==> src/rtl/muldiv_unit.sv <==
// RV32M/RV64M multiply/divide unit: single-cycle multiply, radix-2 restoring divide.
// state | meaning: IDLE accept | MUL form product | DIV one quotient bit/edge | FIX sign/select | DONE hold result
module muldiv_unit #(
  parameter int XLEN  = 32,
  parameter int CNT_W = $clog2(XLEN) + 1
) (
  input  logic            clk,
  input  logic            rst_n,
  input  logic            in_valid,
  output logic            in_ready,
  input  logic [XLEN-1:0] A,
  input  logic [XLEN-1:0] B,
  input  logic [3:0]      ALUControl,
  input  logic            flush,
  output logic            out_valid,
  input  logic            out_ready,
  output logic [XLEN-1:0] Result,
  output logic            zero
);

  localparam logic [3:0] OP_MUL    = 4'b1000;
  localparam logic [3:0] OP_MULH   = 4'b1001;
  localparam logic [3:0] OP_MULHSU = 4'b1110;
  localparam logic [3:0] OP_MULHU  = 4'b1111;
  localparam logic [3:0] OP_DIV    = 4'b1010;
  localparam logic [3:0] OP_DIVU   = 4'b1011;
  localparam logic [3:0] OP_REM    = 4'b1100;
  localparam logic [3:0] OP_REMU   = 4'b1101;

  typedef enum logic [2:0] {S_IDLE, S_MUL, S_DIV, S_FIX, S_DONE} state_t;

  state_t state, nxt;

  logic [XLEN-1:0]  a_q, b_q, quo_q, dvs_q, rem_q;
  logic [3:0]       op_q;
  logic [CNT_W-1:0] cnt;
  logic             bz_q, ovf_q, bad_q;

  logic accept, in_mul, in_div, in_sdiv, in_bz, in_ovf;
  logic [XLEN-1:0] a_mag, b_mag;

  assign in_ready  = (state == S_IDLE);
  assign out_valid = (state == S_DONE);
  assign accept    = in_valid & in_ready & ~flush;

  assign in_mul  = ALUControl inside {OP_MUL, OP_MULH, OP_MULHSU, OP_MULHU};
  assign in_div  = ALUControl inside {OP_DIV, OP_DIVU, OP_REM, OP_REMU};
  assign in_sdiv = (ALUControl == OP_DIV) || (ALUControl == OP_REM);
  assign in_bz   = (B == '0);
  assign in_ovf  = in_sdiv && (A == {1'b1, {(XLEN-1){1'b0}}}) && (B == '1);
  assign a_mag   = (in_sdiv && A[XLEN-1]) ? -A : A;
  assign b_mag   = (in_sdiv && B[XLEN-1]) ? -B : B;

  always_ff @(posedge clk or negedge rst_n) begin
    if (!rst_n) state <= S_IDLE;
    else        state <= nxt;
  end

  always_comb begin
    nxt = state;
    case (state)
      S_IDLE: if (accept) begin
        if (in_mul)                     nxt = S_MUL;
        else if (in_div && !in_bz && !in_ovf) nxt = S_DIV;
        else                            nxt = S_FIX;
      end
      S_MUL:  nxt = S_DONE;
      S_DIV:  if (cnt == CNT_W'(XLEN - 1)) nxt = S_FIX;
      S_FIX:  nxt = S_DONE;
      S_DONE: if (out_ready) nxt = S_IDLE;
      default: nxt = S_IDLE;
    endcase
    if (flush) nxt = S_IDLE;
  end

  // Restoring step: the difference fits XLEN bits whenever it is kept.
  logic [XLEN:0]   rem_sh;
  logic [XLEN-1:0] rem_diff, rem_nx, quo_nx;
  logic            ge;

  assign rem_sh   = {rem_q, quo_q[XLEN-1]};
  assign ge       = rem_sh >= {1'b0, dvs_q};
  assign rem_diff = rem_sh[XLEN-1:0] - dvs_q;
  assign rem_nx   = ge ? rem_diff : rem_sh[XLEN-1:0];
  assign quo_nx   = {quo_q[XLEN-2:0], ge};

  logic [2*XLEN-1:0] mul_a, mul_b, prod;
  logic [XLEN-1:0]   mul_res;
  logic              a_sgn, b_sgn;

  assign a_sgn   = (op_q == OP_MULH) || (op_q == OP_MULHSU);
  assign b_sgn   = (op_q == OP_MULH);
  assign mul_a   = {{XLEN{a_sgn & a_q[XLEN-1]}}, a_q};
  assign mul_b   = {{XLEN{b_sgn & b_q[XLEN-1]}}, b_q};
  assign prod    = mul_a * mul_b;
  assign mul_res = (op_q == OP_MUL) ? prod[XLEN-1:0] : prod[2*XLEN-1:XLEN];

  logic            is_rem, is_sdiv;
  logic [XLEN-1:0] q_fix, r_fix, fix_res, res_nx;

  assign is_rem  = (op_q == OP_REM) || (op_q == OP_REMU);
  assign is_sdiv = (op_q == OP_DIV) || (op_q == OP_REM);
  assign q_fix   = (is_sdiv && (a_q[XLEN-1] ^ b_q[XLEN-1])) ? -quo_q : quo_q;
  assign r_fix   = (is_sdiv && a_q[XLEN-1]) ? -rem_q : rem_q;

  always_comb begin
    fix_res = is_rem ? r_fix : q_fix;
    if (bad_q)      fix_res = '0;
    else if (bz_q)  fix_res = is_rem ? a_q : '1;
    else if (ovf_q) fix_res = is_rem ? '0 : a_q;
  end

  assign res_nx = (state == S_MUL) ? mul_res : fix_res;

  always_ff @(posedge clk or negedge rst_n) begin
    if (!rst_n) begin
      a_q    <= '0;
      b_q    <= '0;
      op_q   <= '0;
      quo_q  <= '0;
      dvs_q  <= '0;
      rem_q  <= '0;
      cnt    <= '0;
      bz_q   <= 1'b0;
      ovf_q  <= 1'b0;
      bad_q  <= 1'b0;
      Result <= '0;
      zero   <= 1'b1;
    end else begin
      if (accept) begin
        a_q   <= A;
        b_q   <= B;
        op_q  <= ALUControl;
        quo_q <= a_mag;
        dvs_q <= b_mag;
        rem_q <= '0;
        cnt   <= '0;
        bz_q  <= in_div & in_bz;
        ovf_q <= in_ovf;
        bad_q <= ~in_mul & ~in_div;
      end else if (state == S_DIV && !flush) begin
        quo_q <= quo_nx;
        rem_q <= rem_nx;
        cnt   <= cnt + 1'b1;
      end
      if ((state == S_MUL || state == S_FIX) && !flush) begin
        Result <= res_nx;
        zero   <= (res_nx == '0);
      end
    end
  end

endmodule

==> config.mk <==
export PLATFORM = sky130hd
export DESIGN_NAME = muldiv_unit
export DESIGN_NICKNAME = d
export VERILOG_FILES = /design/src/rtl/muldiv_unit.sv
export SDC_FILE = /design/constraint.sdc
export NUM_CORES = 2
export LEC_CHECK = 0
export ABC_AREA = 1
export BUFFER_PORTS_ARGS = -buffer_cell sky130_fd_sc_hd__buf_2
export CAP_MARGIN = 30
export CORE_MARGIN = 2
export CORE_UTILIZATION = 65
export CTS_CLUSTER_SIZE = 30
export DETAILED_ROUTE_END_ITERATION = 12
export MAX_ROUTING_LAYER = met4
export PLACE_DENSITY = 0.81
export SYNTH_ARGS = -nofsm -noshare
export SYNTH_HDL_FRONTEND = slang
export SYNTH_SLANG_ARGS = --single-unit
==> constraint.sdc <==
create_clock -name clk -period 14.3 [get_ports clk]
set_clock_uncertainty 0.15 [all_clocks]
set_input_delay 0 -clock clk [delete_from_list [all_inputs] [get_ports clk]]
set_output_delay 0 -clock clk [all_outputs]
set_load 0.02 [all_outputs]
==> impl_metrics.yaml <==
synth:
  synthCells: 7557
  avgSynthCellArea_um2: 7.381
  synth_enable_flop_cells: 0
  async_flop_share_pct: 100.0
  synth_seq_cells: 208
  synth_area_um2: 55780
  yosysUniqueCellTypes: 58
  synth_seq_area_share_pct: 9.333
  synth_nets: 9007
  synth_ff_type: "dfrtp_1"
  ys_warn_count: 0
floorplanning:
  die_x_um: 296.9
  die_h_um: 296.9
  dieArea_um2: 88180
  fp.coreArea_um2: 85150
  io-pin-count: 108
  row_count: 107
  start_util_pct: 65.51
sta:
  hold_viol_final: 0
  max_freq_mhz: 97.75
  worst_slack_ps: 4070
  period_share_pct: 71.54
  tns_ps: 0
  relSlewSlack_pct: 28.27
  slew_violations: 0
  worstMarginPinSlew_ps: 1065
  rsz0062_at_grt: "false"
  finalSetupViolations: 0
  whs_ps: 130.8
  post-route-min-period_ps: 10230
detailed_routing:
  avgRoutedWirePerCell_um: 21.38
  drt_iter0_markers: 4611
  highest_layer: "met4"
  antenna_left: 0
  via_per_inst: 5.792
  wl_met1_um: 66020
  drt_wl_total_um: 185900
  vias: 50370
  dr.pass1.iters: 8
  drc: 0
  met2_length_um: 87310
  routed-wl-met3_um: 16990
grt:
  grt_pass1_vias: 53900
  grt_max_degree: 92
  grt_pass1_wl_um: 295300
  overflow: 0
  antenna_found_initial: 6
  track_usage_pct: 44.73
worst_setup_path:
  critPathRequiredTime_ps: 14640
  crit_top_cell: "nand2_1"
  crit_type: "flip-flop to flip-flop"
  path_max_fanout: 14
  crit_path_start_kind: "flip-flop"
  end_kind: "flip-flop"
  slowest_stage: "fa_1"
  slowest_delay_ps: 800
  worstPathArrival_ps: 10570
  path_delay_family: "adder cells"
  path_buf_inv: 9
place:
  gp_congestion: 1.042
  dp_hpwl_um: 150300
  placed_cell_area_um2: 57090
  port_buffers: 107
  dpl_worst_slack_ps: 4194
outcome:
  outcome: "complete, no violations"
clock_network:
  cts-buffers-inserted: 23
  post-cts-setup-buffer-count: 0
  post_cts_resized: 0
  clock_latency_ps: 560
  hold_buffers: 111
  cts_tree: "done"
  htreeDepth: 1
  clk_pin_slew_ps: 70
  cts_root_buf: "clkbuf_16"
  cts_max_path_buffers: 3
  cts_sinks: 208
layout:
  fillers: 6781
  area_growth_pct: 5.810
  design_area_um2: 59020
  nets: 8978
  drive_gt1_share_pct: 3.989
min_path:
  min_path_type: "input pin to flip-flop"
run:
  max_cap_viol_count: 0
path summary, 6_finish.rpt:
kind | slack [ps] | end | depth (start not counted) | startpoint
setup reg to reg | 4070 | zero | 39 | op_q[2]
hold / removal | 130 | b_q[30] | 4 | B[30]
hold reg to reg | 340 | Result[6] | 2 | Result[6]
setup / recovery | 4070 | zero | 39 | op_q[2]
max in group asynchronous | 12000 | a_q[23] | 5 | rst_n
min in group asynchronous | 450 | rem_q[21] | 4 | rst_n
cells in the mapped netlist, types with 15 or more instances:
library cell | n | share of area [%]
xor2_1 | 26 | 0.41
a21oi_1 | 169 | 1.5
ha_1 | 251 | 5.6
buf_2 | 15 | 0.13
nand3_1 | 314 | 2.8
nand2_1 | 2112 | 14
fa_1 | 1126 | 40
inv_1 | 1975 | 13
dfrtp_1 | 207 | 9.3
nor2_1 | 346 | 2.3
o211ai_1 | 31 | 0.42
o21bai_1 | 23 | 0.31
o21a_1 | 18 | 0.24
nand4_1 | 60 | 0.67
clkbuf_1 | 332 | 2.2
o221ai_1 | 35 | 0.55
xnor2_1 | 25 | 0.39
nor3_1 | 63 | 0.57
o21ai_0 | 228 | 2.0
o21ai_1 | 16 | 0.14
a31oi_1 | 34 | 0.38
cell type report:
type / count / area, um^2 / area share [%]
clock buffer: 27 / 630.6 / 1.068
sequential: 208 / 5207 / 8.823
tap: 1144 / 1431 / 2.425
multi-input combinational: 4999 / 41740 / 70.72
inverter: 1987 / 7463 / 12.65
timing repair buffer: 309 / 2377 / 4.028
antenna: 7 / 17.52 / 0.02968
clock inverter: 15 / 151.4 / 0.2565
through the flow:
| stage | utilization, % | std cells |
|---|---|---|
| finish | 69.32 | 8696 |
| global route | 69.32 | 8696 |
| CTS | 69.30 | 8689 |
| detailed placement | 67.05 | 8536 |
| global placement | 67.01 | 8534 |
| floorplan | - | 7557 |
tightest hold or removal path, delay by kind of cell:
family / cells / cell delay [ps]
buffers and inverters: 2 / 660
and+or+nand+nor: 2 / 140
placed cells by master (no fill, tap or decap), types with 12 or more instances in the layout:
cell type,Yosys,final
nand2_1,2112,2110
inv_1,1975,1975
fa_1,1126,1126
nor2_1,346,345
nand3_1,314,314
ha_1,251,251
o21ai_0,228,228
dfrtp_1,207,206
a21oi_1,169,169
dlygate4sd3_1,0,110
buf_2,15,106
buf_4,3,89
nor3_1,63,62
nand4_1,60,60
o221ai_1,35,35
a31oi_1,34,34
o211ai_1,31,31
xor2_1,26,26
xnor2_1,25,25
o21bai_1,23,23
clkbuf_16,0,23
o21a_1,18,18
o21ai_1,16,16
nor4_1,12,12
layer usage:
metal | GRT usage (%) | up-vias
met3 | 8.412 | 932
li1 | - | 22010
met1 | 51.89 | 24550
met4 | 29.83 | 0
met2 | 71.26 | 2878
met5 | - | -
cell families (layout without fill, tap and decap cells):
group                      Yosys count  in the layout  synth area share [%]
AOI/OAI and AO/OA                  607            607                 6.377
adders and majority gates         1377           1377                 46.04
buffers and inverters             2350           2338                 15.89
other                                0              7                     0
DFF                                208            208                 9.333
xor gates and xnor gates            51             51                0.8008
and+or+nand+nor                   2964           2964                 21.56
registers in the layout, indices dropped and copies added, names as in the netlist:
| name | count |
|---|---|
| dvs_q | 31 |
| bz_q | 1 |
| a_q | 32 |
| rem_q | 32 |
| cnt | 6 |
| Result | 32 |
| b_q | 32 |
| ovf_q | 1 |
| state | 3 |
| bad_q | 1 |
| zero | 1 |
| op_q | 4 |
| quo_q | 32 |
Power is not shown: default switching activity piles up to over one toggle a cycle in this logic, so the estimate is an artifact.
